## src/rtl/axis_decimator_v1_0_if.sv

```systemverilog
// rtl/axis_decimator_v1_0_if.sv - AXI-Stream style sample channel for the decimator
interface axis_decimator_v1_0_if #(
    parameter int inout_width = 16
);
    logic [inout_width-1:0] tdata;
    logic                   tlast;
    logic                   tvalid;
    logic                   tready;

    modport master (output tdata, output tlast, output tvalid, input tready);
    modport slave  (input tdata, input tlast, input tvalid, output tready);
endinterface

```

## src/rtl/axis_decimator_v1_0.sv

```systemverilog
// rtl/axis_decimator_v1_0.sv - keep 1 of N accepted samples, frame-aware, 2-entry output FIFO
module axis_decimator_v1_0 #(
    parameter int inout_width = 16,
    parameter int ratio_width = 8
) (
    input  logic                    aclk,
    input  logic                    resetn,
    input  logic [ratio_width-1:0]  decimation_ratio,
    axis_decimator_v1_0_if.slave    s_axis,
    axis_decimator_v1_0_if.master   m_axis,
    output logic [ratio_width-1:0]  phase_count
);
    localparam logic [ratio_width-1:0] one = ratio_width'(1);

    logic [ratio_width-1:0] ratio_q;
    logic [ratio_width-1:0] phase;
    logic [ratio_width-1:0] eff_ratio;
    logic [ratio_width-1:0] phase_next;

    logic [inout_width-1:0] mem_data [2];
    logic [1:0]             mem_last;
    logic                   wr_ptr;
    logic                   rd_ptr;
    logic [1:0]             occ;
    logic [1:0]             occ_next;
    logic                   ready_q;

    logic accept;
    logic keep;
    logic pop;

    assign accept = s_axis.tvalid && ready_q;
    assign keep   = accept && ((phase == '0) || s_axis.tlast);
    assign pop    = (occ != 2'd0) && m_axis.tready;

    // A new group picks up the live ratio; mid-group samples use the latched one
    always_comb begin
        eff_ratio  = (phase == '0) ? decimation_ratio : ratio_q;
        phase_next = phase;
        if (accept) begin
            if (s_axis.tlast || (eff_ratio <= one) || (phase == eff_ratio - one)) begin
                phase_next = '0;
            end else begin
                phase_next = phase + one;
            end
        end
    end

    // Occupancy after this cycle's push/pop
    always_comb begin
        occ_next = occ + {1'b0, keep} - {1'b0, pop};
    end

    // Phase counter and group ratio latch
    always_ff @(posedge aclk or negedge resetn) begin
        if (!resetn) begin
            phase   <= '0;
            ratio_q <= one;
        end else if (accept) begin
            phase <= phase_next;
            if (phase == '0) begin
                ratio_q <= decimation_ratio;
            end
        end
    end

    // Two-entry FIFO; tready is registered so downstream ready never reaches upstream combinationally
    always_ff @(posedge aclk or negedge resetn) begin
        if (!resetn) begin
            mem_data[0] <= '0;
            mem_data[1] <= '0;
            mem_last    <= '0;
            wr_ptr      <= 1'b0;
            rd_ptr      <= 1'b0;
            occ         <= 2'd0;
            ready_q     <= 1'b0;
        end else begin
            if (keep) begin
                mem_data[wr_ptr] <= s_axis.tdata;
                mem_last[wr_ptr] <= s_axis.tlast;
                wr_ptr           <= ~wr_ptr;
            end
            if (pop) begin
                rd_ptr <= ~rd_ptr;
            end
            occ     <= occ_next;
            ready_q <= (occ_next != 2'd2);
        end
    end

    assign s_axis.tready = ready_q;
    assign m_axis.tvalid = (occ != 2'd0);
    assign m_axis.tdata  = mem_data[rd_ptr];
    assign m_axis.tlast  = mem_last[rd_ptr];
    assign phase_count   = phase;
endmodule

```

## src/flat_wrapper.sv

```systemverilog
// flat-port wrapper written by rule: the top's interface ports become plain ports
module axis_decimator_v1_0_flat 
#(
    parameter int inout_width = 16,
    parameter int ratio_width = 8
)
  (aclk, resetn, decimation_ratio, phase_count, s_axis_tdata, s_axis_tlast, s_axis_tvalid, s_axis_tready, m_axis_tdata, m_axis_tlast, m_axis_tvalid, m_axis_tready);
  axis_decimator_v1_0_if #(.inout_width(inout_width)) s_axis_i ();
  axis_decimator_v1_0_if #(.inout_width(inout_width)) m_axis_i ();
  input  logic aclk;
  input  logic resetn;
  input  logic [ratio_width-1:0] decimation_ratio;
  output logic [ratio_width-1:0] phase_count;
  input wire logic [$bits(s_axis_i.tdata)-1:0] s_axis_tdata;
  input wire logic [$bits(s_axis_i.tlast)-1:0] s_axis_tlast;
  input wire logic [$bits(s_axis_i.tvalid)-1:0] s_axis_tvalid;
  output wire logic [$bits(s_axis_i.tready)-1:0] s_axis_tready;
  output wire logic [$bits(m_axis_i.tdata)-1:0] m_axis_tdata;
  output wire logic [$bits(m_axis_i.tlast)-1:0] m_axis_tlast;
  output wire logic [$bits(m_axis_i.tvalid)-1:0] m_axis_tvalid;
  input wire logic [$bits(m_axis_i.tready)-1:0] m_axis_tready;
  assign s_axis_i.tdata = s_axis_tdata;
  assign s_axis_i.tlast = s_axis_tlast;
  assign s_axis_i.tvalid = s_axis_tvalid;
  assign s_axis_tready = s_axis_i.tready;
  assign m_axis_tdata = m_axis_i.tdata;
  assign m_axis_tlast = m_axis_i.tlast;
  assign m_axis_tvalid = m_axis_i.tvalid;
  assign m_axis_i.tready = m_axis_tready;
  axis_decimator_v1_0 #(.inout_width(inout_width), .ratio_width(ratio_width)) u_core (.aclk(aclk), .resetn(resetn), .decimation_ratio(decimation_ratio), .s_axis(s_axis_i), .m_axis(m_axis_i), .phase_count(phase_count));
endmodule
```

## config.mk

```make
export PLATFORM = sky130hd
export DESIGN_NAME = axis_decimator_v1_0_flat
export DESIGN_NICKNAME = d
export VERILOG_FILES = /design/src/rtl/axis_decimator_v1_0_if.sv /design/src/rtl/axis_decimator_v1_0.sv /design/src/flat_wrapper.sv
export SDC_FILE = /design/constraint.sdc
export NUM_CORES = 1
export LEC_CHECK = 0
export ABC_AREA = 1
export BUFFER_PORTS_ARGS = -buffer_cell sky130_fd_sc_hd__clkbuf_2
export CORE_AREA = 2 2 86 88
export CTS_CLUSTER_SIZE = 14
export DETAILED_ROUTE_END_ITERATION = 10
export DIE_AREA = 0 0 88 90
export GPL_ROUTABILITY_DRIVEN = 0
export PLACE_DENSITY_LB_ADDON = 0.3
export SLEW_MARGIN = 20
export SYNTH_ARGS = -nofsm -noshare
export SYNTH_HDL_FRONTEND = slang
export SYNTH_SLANG_ARGS = --single-unit
```

## constraint.sdc

```tcl
create_clock -name aclk -period 2.95 [get_ports aclk]
set_clock_uncertainty 0.15 [all_clocks]
set_input_delay 0.1475 -clock aclk [delete_from_list [all_inputs] [get_ports aclk]]
set_output_delay 0.1475 -clock aclk [all_outputs]
set_load 0.005 [all_outputs]
```

==> results of run 1 <==
## flip-flops by register name, summed over array words and instances, names as in the netlist
signal                flops
u_core.phase_count        8
u_core.occ                2
u_core.wr_ptr             1
u_core.mem_data          32
u_core.ratio_q            8
u_core.s_axis.tready      1
u_core.rd_ptr             1
u_core.mem_last           2
## power by group through the flow
| stage | Sequential [W] | Combinational (W) | Clock (W) |
|---|---|---|---|
| global route | 0.00130 | 0.00267 | 0.000580 |
| CTS | 0.00127 | 0.00231 | 0.000546 |
| global placement | 0.00127 | 0.00224 | 0 |
| detailed placement | 0.00128 | 0.00227 | 0 |
| floorplan | 0.00124 | 0.00178 | 0 |
| finish | 0.00127 | 0.00235 | 0.000535 |
## area by class of cell
| class | instances | area [um^2] | share of cell area (%) |
|---|---|---|---|
| Clock inverter | 3 | 50.0 | 1.32 |
| Inverter | 51 | 194 | 5.11 |
| Timing Repair Buffer | 79 | 515 | 13.6 |
| Sequential cell | 55 | 1380 | 36.3 |
| Tap cell | 99 | 124 | 3.26 |
| Multi-Input combinational cell | 247 | 1470 | 38.6 |
| Clock buffer | 5 | 68.8 | 1.81 |
## through the flow
step           power [W]  cell area, um^2  hold slack, ns  std cells
2_1_floorplan    0.00302             3090          -0.298        363
5_1_grt          0.00455             3800          0.0738        539
4_1_cts          0.00413             3780          0.0702        538
3_5_place_dp     0.00356             3470          0.0215        511
3_3_place_gp     0.00350             3470          0.0223        511
6_report         0.00415             3800          0.0827        539
## path summary, 6_finish.rpt
check	to	slack [ns]
worst min register to register	u_core.wr_ptr	0.34
worst max register to register	u_core.phase_count[3]	0.21
max in group asynchronous	u_core.ratio_q[0]	2.15
min in group asynchronous	u_core.mem_data[20]	0.20
worst max-delay path	u_core.phase_count[3]	0.21
worst min-delay path	u_core.ratio_q[7]	0.08
## layout by cell type (no fill, tap or decap), types with 6 or more instances in the layout
cell type | Yosys | layout
nand2_2 | 10 | 10
clkbuf_2 | 0 | 55
nand2_1 | 93 | 93
dlygate4sd3_1 | 0 | 19
o21ai_0 | 43 | 43
nand2_4 | 8 | 7
xor2_1 | 9 | 9
nand3_1 | 23 | 23
nor2_1 | 6 | 6
inv_1 | 39 | 38
mux2_1 | 7 | 7
inv_2 | 9 | 10
a21oi_2 | 6 | 6
mux2_2 | 9 | 9
dfrtp_1 | 54 | 54
## critical path, delay by kind of cell, from the launching register on
kind / cells / cell delay (ns)
simple gates: 13 / 1.34
flops: 1 / 0.47
fa+ha+maj: 2 / 0.40
buf+inv: 2 / 0.19
compound gates: 1 / 0.07
## logic make-up (layout without fill, tap and decap cells)
logic type      after synthesis  count (layout)  synth area share (%)
compound gates               53              53                  9.60
xor+xnor                     10              10                  2.83
fa+ha+maj                     6               6                  2.43
buf+inv                      61             138                  8.34
flops                        55              55                  44.6
mux                          16              16                  5.83
simple gates                162             162                  26.4
## per-layer routing
layer	track usage, %	share of wire (%)
met5	0	0
met4	4.74	1.3
met3	3.49	3.5
met2	29.7	49
met1	24.8	47
## timing repair
item,4_1_cts,5_1_grt
setup endpoints to repair,0,8
endpoints found under the hold margin,89,0
hold buffers,19,0
gates resized for setup,0,3
setup buffers,0,1
==> impl_metrics.csv, run 1 <==
group,metric,value,unit
outcome,status,"complete, no violations",
power_and_ir_drop,seq_power_share,30.6,%
timing,setup_violations,0,
timing,hold_viol,0,
timing,finalCriticalPeriod,2.74,ns
yosys,synth_ff_type,"dfrtp_1",
floorplanning,die_h,90,um
yosys,syn_nets,398,
yosys,synth_top_area_share,43.7,%
setup_path,cp-end-kind,"flop",
power_and_ir_drop,p_sw_share,45.1,%
power_and_ir_drop,pwr-share-clk,12.9,%
timing,worstMarginPinSlew,0.865,ns
setup_path,cp_max_fo,11,
yosys,async_reset_ff_share,100,%
clock_tree,clk_transition_reported_paths,0.11,ns
detailed_routing,ant_nets,0,
placement,dp_slack,0.209,ns
timing,drv_slew,0,
yosys,ys_types,32,
global_routing,grt_pass1_vias,2524,
yosys,syn_area,3090,um^2
setup_path,cp_cell_sequence,"inv_1, ha_1, nand2_2, nor2_4, nand2_8, nand2_4, nand2_4, inv_4, ha_2, nand3_2, nor2_2, nand2_1, nand2_1, nand3_1, nor2_1, nand2_2, nand2_4, a21oi_2",
yosys,ys_ff_latch,55,
placement,port_buffers,55,
detailed_routing,vias,2551,
setup_path,crit_type,"flop to flop",
floorplanning,num_io_pins,56,
setup_path,worstPathRequired,2.99,ns
clock_tree,cts_made_buffers,5,
detailed_routing,avgViaCountPerCell,4.73,
placement,dpl.hpwl,4.86,mm
detailed_routing,drt_first_pass_iters,4,
timing,slew_headroom,42.0,%
clock_tree,cts_sinks,55,
finish,nets,474,
setup_path,cp.arrival,2.78,ns
floorplanning,rows,31,
power_and_ir_drop,comb_power_share,56.5,%
clock_tree,worstSkewPairLatency,0.31,ns
setup_path,crit_start,"u_core.phase_count[1]",
clock_tree,cts_buffer_depth,2,
detailed_routing,drtIter0Drc,90,
finish,areaGrowthSynthToFinish,22.8,%
power_and_ir_drop,internal_power,0.00228,W
yosys,synth_edf_count,0,
yosys,yosys.area.top_type,"dfrtp_1",
finish,fin_util,54.1,%
setup_path,cp_slowest_cell,"dfrtp_1",
job,maxCapViolCount,0,
power_and_ir_drop,power_density,1090,nW/um^2
clock_tree,h-tree-depth,2,
setup_path,path_common_cell,"nand2_4",
power_and_ir_drop,p_leak,1.90,nW
global_routing,grt-ovfl-total,0,
clock_tree,cts_tree,"done",
finish,antenna_cells,0,
yosys,synth_cells,363,
global_routing,antenna_found_initial,0,
power_and_ir_drop,irDropWorstVdd,0.000485,V
setup_path,start_kind,"flop",
setup_path,reg2regPathDepth,18,
yosys,synth_area_per_cell,8.51,um^2
floorplanning,dieArea,7920,um^2
global_routing,grt_start_max_net_pins,56,
timing,fmax,365,MHz
finish,fillers,657,
finish,drive_above_1_share,29.8,%
min_path,hold_path.class,"primary input to flop",
floorplanning,start_util,44.0,%
detailed_routing,drc_errors,0,
timing,tns,0,ns
setup_path,cp_slowest_stage_delay,0.47,ns
detailed_routing,totalWireLength,6.85,mm
yosys,synth_common_cells,"nand2_1, dfrtp_1, o21ai_0",
yosys,seq_area_frac_synth,44.6,%
floorplanning,die_w,88,um
setup_path,r2r_start,"u_core.phase_count[1]",
yosys,synth.most_common_cell,"nand2_1",
min_path,hold_depth,3,
timing,fin_crit_sh,92.9,%
timing,timing.final.ws_setup,0.210,ns
global_routing,grtUsageTotal,18.3,%
floorplanning,core_area,7020,um^2
power_and_ir_drop,switchingPower,0.00187,W
yosys,yosys_warnings,0,
clock_tree,cts_root_buf,"clkbuf_8",
min_path,hp-start,"decimation_ratio[7]",
global_routing,grt_first_pass_wirelength,11.6,mm
detailed_routing,wl_per_cell,12.7,um
yosys,synth_area_leaders,"dfrtp_1, nand2_1, o21ai_0",
Note: power is estimated with default switching activity, not from simulation.
==> run 2, diff against run 1 <==
==> constraint.sdc (replaced) <==
create_clock -name aclk -period 2.65 [get_ports aclk]
set_clock_uncertainty 0.15 [all_clocks]
set_input_delay 0.1325 -clock aclk [delete_from_list [all_inputs] [get_ports aclk]]
set_output_delay 0.1325 -clock aclk [all_outputs]
set_load 0.005 [all_outputs]
==> run 2 against run 1 <==
Net effect: register-to-register slack is essentially flat; global-route usage grew 1.3 points; largest cell class unchanged; first-iteration DRC count grew 78%; combinational power grew 23%; via count grew 4.4%; critical path type unchanged; non-clock buffer count grew 17; cell area grew 3.9%; sequential cell count is the same; highest routed layer unchanged; hold slack lost 0.066 ns; routed wire length grew 6.2%.
==> impl_metrics.csv, run 2 (synthesis results as in run 1) <==
group,metric,value,unit
outcome,status,"complete, no violations",
global_routing,grt-ovfl-total,0,
global_routing,grt_first_pass_wirelength,12.3,mm
global_routing,grt_start_max_net_pins,35,
clock_tree,cts_buffer_depth,2,
finish,multiInputGateArea,1480,um^2
detailed_routing,drc_errors,0,
timing,slew_headroom,52.1,%
power_and_ir_drop,irDropWorstVdd,0.000550,V
finish,fillers,643,
finish,largest_reg_flops,32,
finish,antenna_cells,0,
timing,fin_crit_sh,92.6,%
setup_path,cp.arrival,2.51,ns
global_routing,grt_pass1_vias,2642,
detailed_routing,wl_per_cell,13.1,um
finish,final_common_cell,"nand2_1",
global_routing,antenna_found_initial,0,
detailed_routing,vias,2662,
setup_path,worstPathRequired,2.70,ns
global_routing,grtUsageTotal,19.6,%
detailed_routing,avgViaCountPerCell,4.79,
setup_path,cp-end-kind,"flop",
placement,port_buffers,55,
finish,drive_above_1_share,33.0,%
timing,timing.final.ws_setup,0.195,ns
timing,setup_violations,0,
finish,regArea,1380,um^2
floorplanning,dieArea,7920,um^2
clock_tree,h-tree-depth,2,
finish,fin_util,56.2,%
floorplanning,core_area,7020,um^2
timing,hold_viol,0,
timing,finalCriticalPeriod,2.45,ns
setup_path,cp_max_fo,8,
clock_tree,cts_made_buffers,5,
timing,fmax,407,MHz
clock_tree,cts_sinks,55,
setup_path,start_kind,"flop",
finish,nets,491,
placement,dp_slack,0.0693,ns
power_and_ir_drop,power_density,1240,nW/um^2
finish,areaGrowthSynthToFinish,27.6,%
floorplanning,start_util,44.0,%
floorplanning,rows,31,
setup_path,crit_type,"flop to flop",
min_path,hold_path.class,"primary input to flop",
finish,top_register,"u_core.mem_data",
clock_tree,cts_root_buf,"clkbuf_8",
timing,hold_ws,0.0171,ns
finish,final_cell_mix,"nand2_1, clkbuf_2, dfrtp_1",
clock_tree,worstSkewPairLatency,0.32,ns
clock_tree,cts_tree,"done",
floorplanning,die_w,88,um
floorplanning,num_io_pins,56,
job,maxCapViolCount,0,
placement,dpl.hpwl,5.10,mm
detailed_routing,drt_first_pass_iters,4,
floorplanning,die_h,90,um
timing,worstMarginPinSlew,0.719,ns
timing,drv_slew,0,
detailed_routing,drtIter0Drc,160,
clock_tree,clk_transition_reported_paths,0.11,ns
power_and_ir_drop,p_leak,1.99,nW
detailed_routing,totalWireLength,7.27,mm
detailed_routing,ant_nets,0,
power_and_ir_drop,p_total,0.00490,W
-- run 2: cell count changes in the layout (fill, tap and decap cells not counted), sizes merged --
cell	change
clkinv	+2
inv	-2
buf	+17
-- run 2: per-stage QoR --
| step | instances | TNS (ns) | area, um^2 |
|---|---|---|---|
| 4_1_cts | 550 | 0 | 3870 |
| 2_1_floorplan | 363 | 0 | 3090 |
| 3_3_place_gp | 523 | 0 | 3560 |
| 5_1_grt | 556 | -0.00928 | 3940 |
| 3_5_place_dp | 523 | 0 | 3560 |
| 6_report | 556 | 0 | 3940 |
-- run 2: path summary, 6_finish.rpt --
path                                         endpoint                  start  slack (ns)  cells after the start
worst max-delay path            u_core.phase_count[2]  u_core.phase_count[1]        0.20                     17
worst min-delay path                u_core.ratio_q[7]    decimation_ratio[7]        0.02                      3
worst max register to register  u_core.phase_count[2]  u_core.phase_count[1]        0.20                     17
worst min register to register          u_core.wr_ptr          u_core.wr_ptr        0.34                      2
max in group asynchronous               u_core.occ[0]                 resetn        1.49                      3
min in group asynchronous          u_core.mem_data[6]                 resetn        0.25                      2
-- run 2: layer usage --
metal  share of wire [%]  track usage, %  up-vias
met4                 1.6            4.87        0
met5                   0               0        -
met1                  44            25.7     1258
met3                 3.6            3.21       11
met2                  51            33.4       59
li1                    -               -     1334
-- run 2: critical path, cell delays in order, from the launching register on --
cell,delay (ns)
dfrtp_1,0.40
inv_2,0.08
ha_4,0.13
nand2_2,0.06
nor2_4,0.14
nand2_4,0.10
nand2_4,0.08
nand2_4,0.07
inv_4,0.08
ha_2,0.27
xor2_1,0.15
nand3_1,0.08
nor2_1,0.10
nand3_1,0.08
nor2_2,0.10
nand2_2,0.07
nand2_4,0.14
a21oi_2,0.07
-- run 2: what timing repair did --
action,in CTS,in global routing
endpoints found under the hold margin,60,0
setup buffers,0,6
endpoints found under the setup margin,0,8
resized for setup,0,7
hold buffers,19,0
-- run 2: area by class of cell --
class                   count  area share [%]
clock buffers               5            1.75
repair buffers             96            16.3
clock inverters             3            1.40
flip-flops and latches     55            34.9
multi-input cells         247            37.5
inverters                  51            4.92
well taps                  99            3.14
-- run 2: power by group --
group	switching, W	total (W)	internal (W)	leakage, nW
logic	0.00170	0.00290	0.00120	1.26
registers	0.000171	0.00140	0.00123	0.672
clock network	0.000310	0.000601	0.000291	0.0611
total	0.00218	0.00490	0.00271	1.99
==> run 3, diff against run 2 <==
--- a/config.mk
+++ b/config.mk
@@ -7,10 +7,12 @@
 export LEC_CHECK = 0
 export ABC_AREA = 1
 export BUFFER_PORTS_ARGS = -buffer_cell sky130_fd_sc_hd__clkbuf_2
-export CORE_AREA = 2 2 86 88
+export CELL_PAD_IN_SITES_DETAIL_PLACEMENT = 0
+export CELL_PAD_IN_SITES_GLOBAL_PLACEMENT = 1
+export CORE_AREA = 2 2 89 91
 export CTS_CLUSTER_SIZE = 14
 export DETAILED_ROUTE_END_ITERATION = 10
-export DIE_AREA = 0 0 88 90
+export DIE_AREA = 0 0 91 93
 export GPL_ROUTABILITY_DRIVEN = 0
 export PLACE_DENSITY_LB_ADDON = 0.3
 export SLEW_MARGIN = 20
==> run 3 against run 2 <==
Net effect: clock power rose by 1%; die area rose by 6.9%; utilization fell by 3.9 points; maximum frequency fell by 0.58%; cell area fell by 0.16%; critical path type unchanged; critical endpoint unchanged; largest cell class unchanged; largest power group unchanged.
==> impl_metrics.csv, run 3 (synthesis results as in run 1) <==
group,metric,value,unit
outcome,status,"complete, no violations",
finish,instances_no_fill,556,
power_and_ir_drop,comb_power_share,58.9,%
floorplanning,dieArea,8460,um^2
detailed_routing,ant_nets,0,
setup_path,cp-end-kind,"flop",
power_and_ir_drop,internal_power,0.00268,W
floorplanning,rows,32,
global_routing,grtUsageTotal,17.2,%
detailed_routing,drtIter0Drc,117,
clock_tree,cts_root_buf,"clkbuf_8",
finish,fin_util,52.3,%
placement,port_buffers,55,
power_and_ir_drop,switchingPower,0.00217,W
detailed_routing,avgViaCountPerCell,4.73,
job,maxCapViolCount,0,
timing,setup_violations,0,
timing,grt_setup_unrepaired,"no",
timing,finalCriticalPeriod,2.47,ns
placement,placed_cells,525,
detailed_routing,vias,2630,
global_routing,met1_usage,23.4,%
finish,nets,488,
finish,final_common_cell,"nand2_1",
global_routing,busiest_layer,"met2",
power_and_ir_drop,p_leak,1.97,nW
detailed_routing,drc_errors,0,
clock_tree,cts_buffer_depth,2,
clock_tree,cts_made_buffers,5,
timing,fmax,405,MHz
finish,antenna_cells,0,
timing,tns,0,ns
global_routing,antenna_found_initial,0,
setup_path,start_kind,"flop",
floorplanning,die_h,93,um
global_routing,globalRouteMet3Util,3.06,%
setup_path,cp_max_fo,8,
power_and_ir_drop,p_sw_share,44.8,%
clock_tree,worstSkewPairLatency,0.32,ns
timing,fin_crit_sh,93.2,%
finish,top_register,"u_core.mem_data",
floorplanning,die_w,91,um
setup_path,cp.arrival,2.52,ns
finish,largest_reg_flops,32,
floorplanning,core_area,7530,um^2
timing,slew_headroom,66.5,%
finish,final_cell_mix,"nand2_1, clkbuf_2, dfrtp_1",
global_routing,grtUsageMet2,29.0,%
timing,worstMarginPinSlew,0.500,ns
setup_path,crit_type,"flop to flop",
setup_path,crit_start,"u_core.phase_count[1]",
finish,drive_above_1_share,32.6,%
detailed_routing,wl_per_cell,12.8,um
clock_tree,clk_transition_reported_paths,0.11,ns
timing,hold_viol,0,
clock_tree,cts_sinks,55,
power_and_ir_drop,seq_power_share,28.6,%
timing,drv_slew,0,
placement,dpl.hpwl,5.22,mm
finish,areaGrowthSynthToFinish,27.4,%
power_and_ir_drop,irDropWorstVdd,0.000424,V
finish,fillers,759,
floorplanning,num_io_pins,56,
clock_tree,cts_tree,"done",
power_and_ir_drop,pwr-share-clk,12.5,%
setup_path,r2r_start,"u_core.phase_count[1]",
detailed_routing,totalWireLength,7.11,mm
global_routing,grt_start_max_net_pins,35,
global_routing,grt_pass1_vias,2454,
floorplanning,start_util,41.1,%
detailed_routing,drt_first_pass_iters,4,
setup_path,worstPathRequired,2.71,ns
global_routing,grt-ovfl-total,0,
min_path,hold_path.class,"primary input to asynchronous set/reset pin",
power_and_ir_drop,power_density,1230,nW/um^2
global_routing,grt_first_pass_wirelength,11.6,mm
clock_tree,h-tree-depth,2,
run 3: cell types whose count changed in the layout (fill, tap and decap cells not counted), sizes merged:
cell         previous run  this run
dlygate4sd3            19        20
buf                    22        18
run 3: per-stage QoR:
stage               total power (W)  setup WS [ns]  hold slack, ns  instance area, um^2
floorplan                   0.00336         0.0989          -0.313                 3090
global placement            0.00405         0.0835         -0.0811                 3540
detailed placement          0.00410         0.0197         -0.0791                 3540
CTS                         0.00475        0.00769           0.105                 3870
global route                0.00531         0.0100           0.111                 3940
finish                      0.00485          0.181          0.0853                 3940
run 3: path summary, 6_finish.rpt:
| kind | cells after the start | end | slack (ns) |
|---|---|---|---|
| min in group aclk | 5 | u_core.ratio_q[0] | 0.09 |
| max in group asynchronous | 3 | u_core.phase_count[2] | 1.61 |
| min reg2reg | 2 | u_core.ratio_q[3] | 0.35 |
| min | 2 | u_core.mem_data[11] | 0.09 |
| max reg2reg | 17 | u_core.phase_count[2] | 0.18 |
| max | 17 | u_core.phase_count[2] | 0.18 |
run 3: metal layers:
metal | vias to the layer above | routed length [um] | share of wire (%)
li1 | 1327 | - | -
met1 | 1255 | 3380 | 48
met2 | 43 | 3420 | 48
met3 | 5 | 243 | 3.4
met4 | 0 | 61 | 0.86
met5 | - | 0 | 0
run 3: area by class of cell:
class	count	area (um^2)	share of cell area, %
Clock buffer	5	68.8	1.75
Clock inverter	3	55.1	1.40
Sequential cell	55	1380	35.0
Multi-Input combinational cell	247	1500	38.1
Tap cell	102	128	3.24
Inverter	51	196	4.99
Timing Repair Buffer	93	611	15.5
run 3: worst max-delay path, cell delays in order, from the launching register on:
cell and delay, ns:
dfrtp_1 0.41, inv_2 0.09, ha_4 0.14, nand2_2 0.06, nor2_4 0.14, nand2_4 0.10
nand2_4 0.08, nand2_4 0.08, inv_6 0.08, ha_4 0.20, xor2_1 0.15, nand3_1 0.10
nor2_2 0.10, nand3_1 0.09, nor2_2 0.10, nand2_2 0.07, nand2_4 0.13, a21oi_2 0.07
run 3: power groups by stage:
stage | combinational, W | clock, W | sequential [W]
4_1_cts | 0.00274 | 0.000620 | 0.00139
6_report | 0.00286 | 0.000607 | 0.00139
3_5_place_dp | 0.00270 | 0 | 0.00141
3_3_place_gp | 0.00265 | 0 | 0.00139
2_1_floorplan | 0.00198 | 0 | 0.00138
5_1_grt | 0.00324 | 0.000652 | 0.00142
run 3: repair_timing:
item,CTS,global route
endpoints found under the hold margin,68,0
pin swaps,0,4
hold buffers,20,0
setup buffers,0,3
setup endpoints to repair,5,8
gates resized for setup,2,9
